**config.mk**
```make
export PLATFORM = sky130hd
export DESIGN_NAME = ltp_multi_flat
export DESIGN_NICKNAME = d
export VERILOG_FILES = /design/src/rtl/ltp_pkg.sv /design/src/rtl/ltp_multi_if.sv /design/src/rtl/ltp_ch.sv /design/src/rtl/ltp_multi.sv /design/src/flat_wrapper.sv
export SDC_FILE = /design/constraint.sdc
export NUM_CORES = 1
export LEC_CHECK = 0
export CORE_AREA = 2 2 39 41
export DETAILED_ROUTE_END_ITERATION = 16
export DIE_AREA = 0 0 41 43
export PLACE_DENSITY_LB_ADDON = 0.2
export SLEW_MARGIN = 30
export SYNTH_ARGS = -nofsm -noshare
export SYNTH_HDL_FRONTEND = slang
export SYNTH_SLANG_ARGS = --single-unit
```
**constraint.sdc**
```tcl
create_clock -name i_clk -period 1.4 [get_ports i_clk]
set_clock_uncertainty 0.05 [all_clocks]
set_input_delay 0.28 -clock i_clk [delete_from_list [all_inputs] [get_ports i_clk]]
set_output_delay 0.28 -clock i_clk [all_outputs]
set_load 0.02 [all_outputs]
```
**src/rtl/ltp_pkg.sv**
```systemverilog
// ltp_pkg: shared definitions for the multi-channel level-to-pulse converter.
//   - edge-mode encodings used by the EDGE parameter
//   - per-channel FSM state type
//   - cnt_width(): counter width needed to hold values 0..max_val-1
package ltp_pkg;

    localparam int EDGE_RISE = 32'sd0;
    localparam int EDGE_FALL = 32'sd1;
    localparam int EDGE_BOTH = 32'sd2;

    typedef enum logic [1:0] {
        IDLE  = 2'd0,
        PULSE = 2'd1,
        HOLD  = 2'd2
    } ltp_state_e;

    // Bits needed for a down-counter loaded with at most max_val-1 (never below 1 bit).
    function automatic int cnt_width(input int max_val);
        if (max_val <= 32'sd1) begin
            return 32'sd1;
        end else begin
            return $clog2(max_val);
        end
    endfunction

endpackage

```
**src/rtl/ltp_multi_if.sv**
```systemverilog
// ltp_multi_if: control/data bundle of the level-to-pulse converter.
//   i_en     global enable (driven by master)
//   i_level  per-channel level inputs (driven by master)
//   o_pulse  per-channel registered pulses (driven by converter)
//   o_any    OR of o_pulse (driven by converter)
interface ltp_multi_if #(
    parameter int N_CH = 4
);
    logic            i_en;
    logic [N_CH-1:0] i_level;
    logic [N_CH-1:0] o_pulse;
    logic            o_any;

    modport master (output i_en, output i_level, input o_pulse, input o_any);
    modport slave  (input i_en, input i_level, output o_pulse, output o_any);
endinterface

```
**src/rtl/ltp_ch.sv**
```systemverilog
// ltp_ch: one level-to-pulse channel.
//   Synchronises i_level (SYNC_STAGES flops, 0 = already in the i_clk domain),
//   detects the selected edge, emits a PULSE_W-cycle pulse and optionally
//   auto-repeats while the level stays active.
// Ports:
//   i_clk, i_rstn  clock, asynchronous active-low reset
//   i_en           enable; low forces the FSM idle on the next edge
//   i_level        raw level input
//   o_pulse        registered pulse output
module ltp_ch
    import ltp_pkg::*;
#(
    parameter int SYNC_STAGES = 2,
    parameter int EDGE        = 0,
    parameter int PULSE_W     = 1,
    parameter int REPEAT_DLY  = 0,
    parameter int REPEAT_PER  = 0
) (
    input  logic i_clk,
    input  logic i_rstn,
    input  logic i_en,
    input  logic i_level,
    output logic o_pulse
);

    localparam bit REP_EN  = (REPEAT_DLY > 32'sd0) && (EDGE != EDGE_BOTH);
    localparam int REP_MAX = (REPEAT_DLY > REPEAT_PER) ? REPEAT_DLY : REPEAT_PER;
    localparam int WW      = cnt_width(PULSE_W);
    localparam int RW      = cnt_width(REP_MAX);

    localparam logic [WW-1:0] W_LOAD   = WW'(PULSE_W - 32'sd1);
    localparam logic [WW-1:0] W_ZERO   = {WW{1'b0}};
    localparam logic [WW-1:0] W_ONE    = WW'(32'd1);
    localparam logic [RW-1:0] R_ZERO   = {RW{1'b0}};
    localparam logic [RW-1:0] R_ONE    = RW'(32'd1);
    // Without repeat the repeat counter is parked at zero.
    localparam logic [RW-1:0] DLY_LOAD = REP_EN ? RW'(REPEAT_DLY - 32'sd1) : {RW{1'b0}};
    localparam logic [RW-1:0] PER_LOAD = REP_EN ? RW'(REPEAT_PER - 32'sd1) : {RW{1'b0}};

    logic s_s;
    logic p_r;

    generate
        if (SYNC_STAGES == 0) begin : g_nosync
            assign s_s = i_level;
        end else if (SYNC_STAGES == 1) begin : g_sync1
            logic sync_r;
            // Single-flop capture of the level.
            always_ff @(posedge i_clk or negedge i_rstn) begin
                if (!i_rstn) begin
                    sync_r <= 1'b0;
                end else begin
                    sync_r <= i_level;
                end
            end
            assign s_s = sync_r;
        end else begin : g_syncn
            logic [SYNC_STAGES-1:0] sync_r;
            // Shift the level through the synchroniser chain.
            always_ff @(posedge i_clk or negedge i_rstn) begin
                if (!i_rstn) begin
                    sync_r <= {SYNC_STAGES{1'b0}};
                end else begin
                    sync_r <= {sync_r[SYNC_STAGES-2:0], i_level};
                end
            end
            assign s_s = sync_r[SYNC_STAGES-1];
        end
    endgenerate

    // Previous synchronised value; tracks even when disabled so that
    // re-enabling with a held level does not look like an edge.
    always_ff @(posedge i_clk or negedge i_rstn) begin
        if (!i_rstn) begin
            p_r <= 1'b0;
        end else begin
            p_r <= s_s;
        end
    end

    logic trig_s;
    logic act_s;

    // Edge detect and "level active" for the selected mode.
    always_comb begin
        trig_s = 1'b0;
        act_s  = 1'b0;
        case (EDGE)
            EDGE_RISE: begin
                trig_s = s_s & ~p_r;
                act_s  = s_s;
            end
            EDGE_FALL: begin
                trig_s = ~s_s & p_r;
                act_s  = ~s_s;
            end
            EDGE_BOTH: begin
                trig_s = s_s ^ p_r;
                act_s  = 1'b0;
            end
            default: begin
                trig_s = 1'b0;
                act_s  = 1'b0;
            end
        endcase
    end

    ltp_state_e    state_r, state_nxt_s;
    logic [WW-1:0] wcnt_r, wcnt_nxt_s;
    logic [RW-1:0] rcnt_r, rcnt_nxt_s;
    logic          pulse_r;

    // Next-state logic: width counter times the pulse, repeat counter runs
    // from the trigger through PULSE and HOLD.
    always_comb begin
        state_nxt_s = state_r;
        wcnt_nxt_s  = wcnt_r;
        rcnt_nxt_s  = rcnt_r;
        if (!i_en) begin
            state_nxt_s = IDLE;
            wcnt_nxt_s  = W_ZERO;
            rcnt_nxt_s  = R_ZERO;
        end else begin
            case (state_r)
                IDLE: begin
                    if (trig_s) begin
                        state_nxt_s = PULSE;
                        wcnt_nxt_s  = W_LOAD;
                        rcnt_nxt_s  = DLY_LOAD;
                    end else begin
                        state_nxt_s = IDLE;
                    end
                end
                PULSE: begin
                    if (REP_EN) begin
                        rcnt_nxt_s = rcnt_r - R_ONE;
                    end else begin
                        rcnt_nxt_s = rcnt_r;
                    end
                    // Only both-edge mode can retrigger mid-pulse; it stretches the pulse.
                    if (trig_s && (EDGE == EDGE_BOTH)) begin
                        wcnt_nxt_s = W_LOAD;
                    end else if (wcnt_r == W_ZERO) begin
                        if (REP_EN && act_s) begin
                            state_nxt_s = HOLD;
                        end else begin
                            state_nxt_s = IDLE;
                        end
                    end else begin
                        wcnt_nxt_s = wcnt_r - W_ONE;
                    end
                end
                HOLD: begin
                    if (!act_s) begin
                        state_nxt_s = IDLE;
                        rcnt_nxt_s  = R_ZERO;
                    end else if (rcnt_r == R_ZERO) begin
                        state_nxt_s = PULSE;
                        wcnt_nxt_s  = W_LOAD;
                        rcnt_nxt_s  = PER_LOAD;
                    end else begin
                        rcnt_nxt_s = rcnt_r - R_ONE;
                    end
                end
                default: begin
                    state_nxt_s = IDLE;
                    wcnt_nxt_s  = W_ZERO;
                    rcnt_nxt_s  = R_ZERO;
                end
            endcase
        end
    end

    // State, counters and the registered pulse output.
    always_ff @(posedge i_clk or negedge i_rstn) begin
        if (!i_rstn) begin
            state_r <= IDLE;
            wcnt_r  <= W_ZERO;
            rcnt_r  <= R_ZERO;
            pulse_r <= 1'b0;
        end else begin
            state_r <= state_nxt_s;
            wcnt_r  <= wcnt_nxt_s;
            rcnt_r  <= rcnt_nxt_s;
            pulse_r <= (state_nxt_s == PULSE);
        end
    end

    assign o_pulse = pulse_r;

endmodule

```
**src/rtl/ltp_multi.sv**
```systemverilog
// ltp_multi: N_CH independent level-to-pulse channels sharing one enable.
// Ports:
//   i_clk, i_rstn  clock, asynchronous active-low reset
//   bus (slave)    i_en, i_level[N_CH] in; o_pulse[N_CH], o_any out
module ltp_multi
    import ltp_pkg::*;
#(
    parameter int N_CH        = 4,
    parameter int SYNC_STAGES = 2,
    parameter int EDGE        = 0,
    parameter int PULSE_W     = 1,
    parameter int REPEAT_DLY  = 0,
    parameter int REPEAT_PER  = 0
) (
    input  logic        i_clk,
    input  logic        i_rstn,
    ltp_multi_if.slave  bus
);

    generate
        if ((N_CH < 1) || (N_CH > 32) || (PULSE_W < 1) ||
            ((REPEAT_DLY > 0) && (EDGE != EDGE_BOTH) &&
             ((REPEAT_DLY <= PULSE_W) || (REPEAT_PER <= PULSE_W)))) begin : g_bad_params
            $error("ltp_multi: illegal parameter combination");
        end
    endgenerate

    logic [N_CH-1:0] pulse_s;

    generate
        for (genvar i = 0; i < N_CH; i++) begin : g_ch
            ltp_ch #(
                .SYNC_STAGES (SYNC_STAGES),
                .EDGE        (EDGE),
                .PULSE_W     (PULSE_W),
                .REPEAT_DLY  (REPEAT_DLY),
                .REPEAT_PER  (REPEAT_PER)
            ) u_ch (
                .i_clk   (i_clk),
                .i_rstn  (i_rstn),
                .i_en    (bus.i_en),
                .i_level (bus.i_level[i]),
                .o_pulse (pulse_s[i])
            );
        end
    endgenerate

    assign bus.o_pulse = pulse_s;
    assign bus.o_any   = |pulse_s;

endmodule
```
**src/flat_wrapper.sv**
```systemverilog
// flat-port wrapper written by rule: the top's interface ports become plain ports
module ltp_multi_flat import ltp_pkg::*;
#(
    parameter int N_CH        = 4,
    parameter int SYNC_STAGES = 2,
    parameter int EDGE        = 0,
    parameter int PULSE_W     = 1,
    parameter int REPEAT_DLY  = 0,
    parameter int REPEAT_PER  = 0
)
  (i_clk, i_rstn, bus_i_en, bus_i_level, bus_o_pulse, bus_o_any);
  ltp_multi_if #(.N_CH(N_CH)) bus_i ();
  input  logic i_clk;
  input  logic i_rstn;
  input wire logic [$bits(bus_i.i_en)-1:0] bus_i_en;
  input wire logic [$bits(bus_i.i_level)-1:0] bus_i_level;
  output wire logic [$bits(bus_i.o_pulse)-1:0] bus_o_pulse;
  output wire logic [$bits(bus_i.o_any)-1:0] bus_o_any;
  assign bus_i.i_en = bus_i_en;
  assign bus_i.i_level = bus_i_level;
  assign bus_o_pulse = bus_i.o_pulse;
  assign bus_o_any = bus_i.o_any;
  ltp_multi #(.N_CH(N_CH), .SYNC_STAGES(SYNC_STAGES), .EDGE(EDGE), .PULSE_W(PULSE_W), .REPEAT_DLY(REPEAT_DLY), .REPEAT_PER(REPEAT_PER)) u_core (.i_clk(i_clk), .i_rstn(i_rstn), .bus(bus_i));
endmodule
```
==> flow_summary.toml, run 1 <==
[drt]
routedWlPerCell_um = 10.1
wl_met1_um = 230
routed_wl_um = 563
drtIter0Drc = 1
dr.pass1.iters = 2
top_layer_used = "met4"
vias_per_cell = 4.30
wl_met3_um = 51
route.detailed.drc = 0
routed-via-count = 241
wl_met2_um = 275
ant_nets = 0

[critical_path]
criticalPathCategory = "reg2out"
r2r-start = "u_core.g_ch[0].u_ch.o_pulse$_DFF_PN0_"
critical_path_required_ns = 1.07
cp_data_arrival_time_ns = 1.32
endpoint_kind = "output pin"
r2r_cells = 2
r2r_setup_slack_ns = 0.46
r2r-end = "u_core.g_ch[0].u_ch.o_pulse$_DFF_PN0_"
cp_max_fo = 2
critPathLaunchType = "flip-flop"

[final_layout]
layout.core_utilization_pct = 45.2
fillers = 132
syn2layout_area_growth_pct = 30.2
drive_above_1_share_pct = 37.5
final_nets = 49
finalNonFillerCells = 56
num_antenna_cells = 0
final_cell_area_um2 = 626

[cts]
cts-root-buf = "clkbuf_4"
clock_latency_ns = 0.27
cts_hold_buf = 0
clkTransAtPathRegs_ns = 0.08
cts_made_buffers = 3
cts_tree = "yes"
postCtsSetupRepairBufs = 0
cts_buffer_depth = 2
htree_levels = 1
cts_sinks = 16

[floorplan]
io_pins = 12
core.rowCount = 14
die_h_um = 43
die_w_um = 41
coreArea_um2 = 1380
start_util_pct = 34.7
die_area_um2 = 1760

[timing]
rsz0062_at_grt = "yes"
setup_viol = 1
post-route-worst-setup-slack_ns = -0.247
slew_viol_final = 0
finalCriticalPeriod_ns = 1.65
worstMarginPinSlew_ns = 0.238
max_slew_margin_pct = 83.9
max_freq_mhz = 607
setup_tns_ns = -0.247
finalCritPeriodShare_pct = 118
hold_viol_final = 0

[outcome]
violations = "negative setup slack"
outcome = "finished, violations left"

[grt]
grt_pass1_wl_um = 1080
antenna_found_initial = 0
grt_usage_pct = 9.73
grt_max_degree = 17
grt_pass1_vias = 262
overflow = 0

[yosys]
syn_inst = 25
synth.cell_area_um2 = 480
synth.distinct_cells = 5
synth_fp_nets = 32
syn_avg_cell_area_um2 = 19.2
ys_seq_area_share_pct = 83.3
ys_seq_elements = 16
yosys_warnings = 0

[pwr]
p_per_area_nw_per_um2 = 1240
ir_drop_v = 0.000508
leakagePower_nw = 0.302
power_mw = 0.774

[run]
max-cap-violations = 0

[place]
port_buffers = 11
dp_cells = 53
place_congestion = 0.570
place_area_um2 = 618
dp_hpwl_um = 436

[min_path]
hp-class = "in2async"
-- critical path, cell delays in order (launching register included) --
cell	delay, ns
dfrtp_1	0.38
or4_4	0.53
buf_6	0.14
-- Yosys cell counts --
cell type  count  area [um2]
or4_1          1        7.51
and4bb_2       1        12.5
nor4bb_1       3        30.0
buf_4          4        30.0
dfrtp_1       16         400
-- layout make-up --
class	count	area (um2)	share of cell area (%)
sequential	16	400	64.0
timing repair buffer	16	129	20.6
multi-input combinational	5	53.8	8.60
clock buffer	3	22.5	3.60
tap	16	20.0	3.20
-- registers in the layout, summed over array words and instances (netlist names) --
| name | cells |
|---|---|
| u_core.g_ch.u_ch.o_pulse | 2 |
| u_core.g_ch.u_ch.g_syncn.sync_r | 8 |
| u_core.g_ch.u_ch.p_r | 4 |
| u_core.g_ch.u_ch.state_r | 2 |
-- logic make-up after synthesis --
logic type	after synthesis	share of synthesized area, %
flops	16	83.3
buf+inv	4	6.25
simple gates	5	10.4
-- per-stage QoR --
stage / hold slack, ns / worst slack (ns)
2_1_floorplan: -0.0656 / 0.0788
6_report: 0.263 / -0.247
4_1_cts: 0.255 / -0.257
5_1_grt: 0.277 / -0.294
3_5_place_dp: 0.287 / -0.327
3_3_place_gp: 0.284 / -0.327
-- power by group --
group | internal [mW] | total (mW) | switching [mW] | leakage [nW]
Combinational | 0.0395 | 0.0667 | 0.0271 | 0.0939
Clock | 0.0995 | 0.216 | 0.117 | 0.0138
Sequential | 0.484 | 0.491 | 0.00775 | 0.194
-- timing repair --
action	in CTS	in global routing
resized for setup	14	7
endpoints found under the hold margin	0	0
setup endpoints to repair	5	5
-- routing by layer --
layer	global-route usage (%)	vias to the layer above
met5	0	-
met4	8.00	0
met3	3.14	2
met2	13.8	12
met1	11.4	112
li1	-	115
-- cell usage in the layout, fill, tap and decap left out --
master and instances:
nor4bb_1 3, clkbuf_4 3, and4bb_2 1, clkdlybuf4s50_1 6
dfrtp_1 16, or4_4 1, buf_2 2, buf_6 1
buf_4 5, clkbuf_2 2
-- worst max-delay path by stage --
stage                                                  start         to  slack [ns]  cells past startpoint
floorplan           u_core.g_ch[2].u_ch.state_r[0]$_DFF_PN0_  bus_o_any        0.08                      1
global placement    u_core.g_ch[2].u_ch.state_r[0]$_DFF_PN0_  bus_o_any       -0.33                      2
detailed placement  u_core.g_ch[2].u_ch.state_r[0]$_DFF_PN0_  bus_o_any       -0.33                      2
CTS                 u_core.g_ch[2].u_ch.state_r[0]$_DFF_PN0_  bus_o_any       -0.26                      2
global route        u_core.g_ch[2].u_ch.state_r[0]$_DFF_PN0_  bus_o_any       -0.29                      2
finish              u_core.g_ch[2].u_ch.state_r[0]$_DFF_PN0_  bus_o_any       -0.25                      2
Note: power is estimated with default switching activity, not from simulation.
==> run 2: changes to the inputs <==
--- a/config.mk
+++ b/config.mk
@@ -5,10 +5,12 @@
 export SDC_FILE = /design/constraint.sdc
 export NUM_CORES = 1
 export LEC_CHECK = 0
+export ABC_AREA = 1
 export CORE_AREA = 2 2 39 41
 export DETAILED_ROUTE_END_ITERATION = 16
 export DIE_AREA = 0 0 41 43
 export PLACE_DENSITY_LB_ADDON = 0.2
+export SETUP_SLACK_MARGIN = 0.2
 export SLEW_MARGIN = 30
 export SYNTH_ARGS = -nofsm -noshare
 export SYNTH_HDL_FRONTEND = slang
==> run 2 against run 1 <==
Effect of this change: the run now ends clean; flip-flop and latch count is the same; register-to-register slack gained 0.14 ns; final cell count grew 29%; sequential power is essentially flat; first-iteration DRC count shrank 100%; synthesized area grew 7.6%; sequential share of layout area shrank 2.7 points; cell area grew 4.4%; wire length shrank 0.18%.
==> flow_summary.toml, run 2 <==
[outcome]
outcome = "complete, no violations"

[final_layout]
final_common_cell = "dfrtp_1"
reg_top3 = "u_core.g_ch.u_ch.g_syncn.sync_r: 8 flops, u_core.g_ch.u_ch.p_r: 4 flops"
largest_reg_flops = 8
num_antenna_cells = 0
final_cell_mix = "16 x dfrtp_1, 9 x nand2_1, 8 x inv_1, 6 x nor2_1, 6 x clkdlybuf4s50_1"
syn2layout_area_growth_pct = 26.4
final_nets = 65
regMostFlops = "u_core.g_ch.u_ch.g_syncn.sync_r"
drive_above_1_share_pct = 19.6
final_cell_area_um2 = 653

[drt]
drtIter0Drc = 0
routed_wl_um = 562
vias_per_cell = 3.93
wl_met2_um = 275
wl_met3_um = 48
routedWlPerCell_um = 7.81
top_layer_used = "met4"
wl_met1_um = 232
dr.pass1.iters = 1
ant_nets = 0
route.detailed.drc = 0
routed-via-count = 283

[run]
max-cap-violations = 0

[timing]
finalCriticalPeriod_ns = 1.31
rsz0062_at_grt = "yes"
worstMarginPinSlew_ns = 0.196
slew_viol_final = 0
hold_viol_final = 0
max_freq_mhz = 765
max_slew_margin_pct = 86.9
setup_viol = 0
finalCritPeriodShare_pct = 93.4
setup_tns_ns = 0

[yosys]
synth.distinct_cells = 5
yosysMostFrequentCell = "dfrtp_1"
synth_top_area_share_pct = 77.5
ys_seq_elements = 16
synth.area.top_cells = "dfrtp_1 77%, nand2_1 6.5%, buf_4 5.8%"
synth_fp_nets = 50
yosys-top-cells-count = "16 x dfrtp_1, 9 x nand2_1, 8 x inv_1"
synthFlopType = "dfrtp_1"
synth_area_leader_cell = "dfrtp_1"
synth.cell_area_um2 = 517
synth-edff-count = 0
ys_seq_area_share_pct = 77.5
syn_inst = 43
synth-async-reset-ratio_pct = 100
yosys_warnings = 0
syn_avg_cell_area_um2 = 12.0

[pwr]
p_per_area_nw_per_um2 = 1190
ir_drop_v = 0.000596
power_mw = 0.780
leakagePower_nw = 0.338

[cts]
cts-root-buf = "clkbuf_4"
cts_buffer_depth = 2
clkTransAtPathRegs_ns = 0.08
clock_latency_ns = 0.27
htree_levels = 1
cts_hold_buf = 0
cts_tree = "yes"
cts_made_buffers = 3
cts_sinks = 16

[place]
dp_hpwl_um = 381
port_buffers = 11
place_area_um2 = 624
place_congestion = 0.564

[critical_path]
endpoint_kind = "output pin"
cp_max_fo = 2
critPathLaunchType = "flip-flop"
criticalPathCategory = "reg2out"
critical_path_required_ns = 1.07
cp_data_arrival_time_ns = 0.98

[floorplan]
core.rowCount = 14
die_w_um = 41
die_h_um = 43
io_pins = 12
coreArea_um2 = 1380
die_area_um2 = 1760
start_util_pct = 37.3

[grt]
grt_max_degree = 17
overflow = 0
grt_usage_pct = 9.51
grt_pass1_vias = 268
grt_pass1_wl_um = 1040
antenna_found_initial = 0

[min_path]
hp-class = "in2async"
## run 2: logic make-up after synthesis
group | synth area share, %
AND/OR/NAND/NOR | 10.9
buffers and inverters | 11.6
flip-flops | 77.5
## run 2: area by class of cell
cell class,instances,area [um2]
Inverter,8,30.0
Clock buffer,3,22.5
Sequential cell,16,400
Timing Repair Buffer,14,124
Fill cell,143,731
Tap cell,16,20.0
Multi-Input combinational cell,15,56.3
## run 2: repair_timing
item	4_1_cts	5_1_grt
setup buffers	0	2
pin swaps	0	1
setup endpoints to repair	5	5
endpoints found under the hold margin	0	0
gates resized for setup	20	5
## run 2: worst paths after layout
check	start	endpoint	slack [ns]	cells past startpoint
worst max-delay path	u_core.g_ch[0].u_ch.o_pulse$_DFF_PN0_	bus_o_any	0.09	3
worst min-delay path	i_rstn	u_core.g_ch[3].u_ch.p_r$_DFF_PN0_	0.26	2
worst max register to register	u_core.g_ch[0].u_ch.o_pulse$_DFF_PN0_	u_core.g_ch[0].u_ch.o_pulse$_DFF_PN0_	0.60	4
worst min register to register	u_core.g_ch[1].u_ch.g_syncn.sync_r[0]$_DFF_PN0_	u_core.g_ch[1].u_ch.g_syncn.sync_r[1]$_DFF_PN0_	0.30	0
max in group asynchronous	i_rstn	u_core.g_ch[0].u_ch.p_r$_DFF_PN0_	0.87	2
min in group i_clk	u_core.g_ch[1].u_ch.g_syncn.sync_r[0]$_DFF_PN0_	u_core.g_ch[1].u_ch.g_syncn.sync_r[1]$_DFF_PN0_	0.30	0
## run 2: report_power, final
part	switching, mW	total [mW]	internal [mW]	leakage, nW
logic	0.0330	0.0669	0.0340	0.131
clock network	0.123	0.222	0.0995	0.0138
registers	0.00780	0.491	0.483	0.194
total	0.163	0.780	0.617	0.338
## run 2: critical path: stages (launching register included)
cell and delay (ns):
dfrtp_1 0.39, nor2_1 0.11, nand2_1 0.06, buf_2 0.15
## run 2: through the flow
stage / util (%) / hold WS [ns] / setup WS (ns) / std cells
2_1_floorplan: - / -0.0656 / 0.469 / 43
3_3_place_gp: 45.1 / 0.282 / 0.00990 / 67
3_5_place_dp: 45.1 / 0.285 / 0.00878 / 67
4_1_cts: 44.9 / 0.257 / 0.0731 / 70
5_1_grt: 47.2 / 0.274 / 0.00183 / 72
6_report: 47.2 / 0.261 / 0.0926 / 72
## run 2: layer usage
metal | vias up | track usage [%]
met5 | - | 0
met4 | 0 | 8.00
met3 | 2 | 4.71
met2 | 11 | 12.2
met1 | 124 | 11.3
li1 | 146 | -
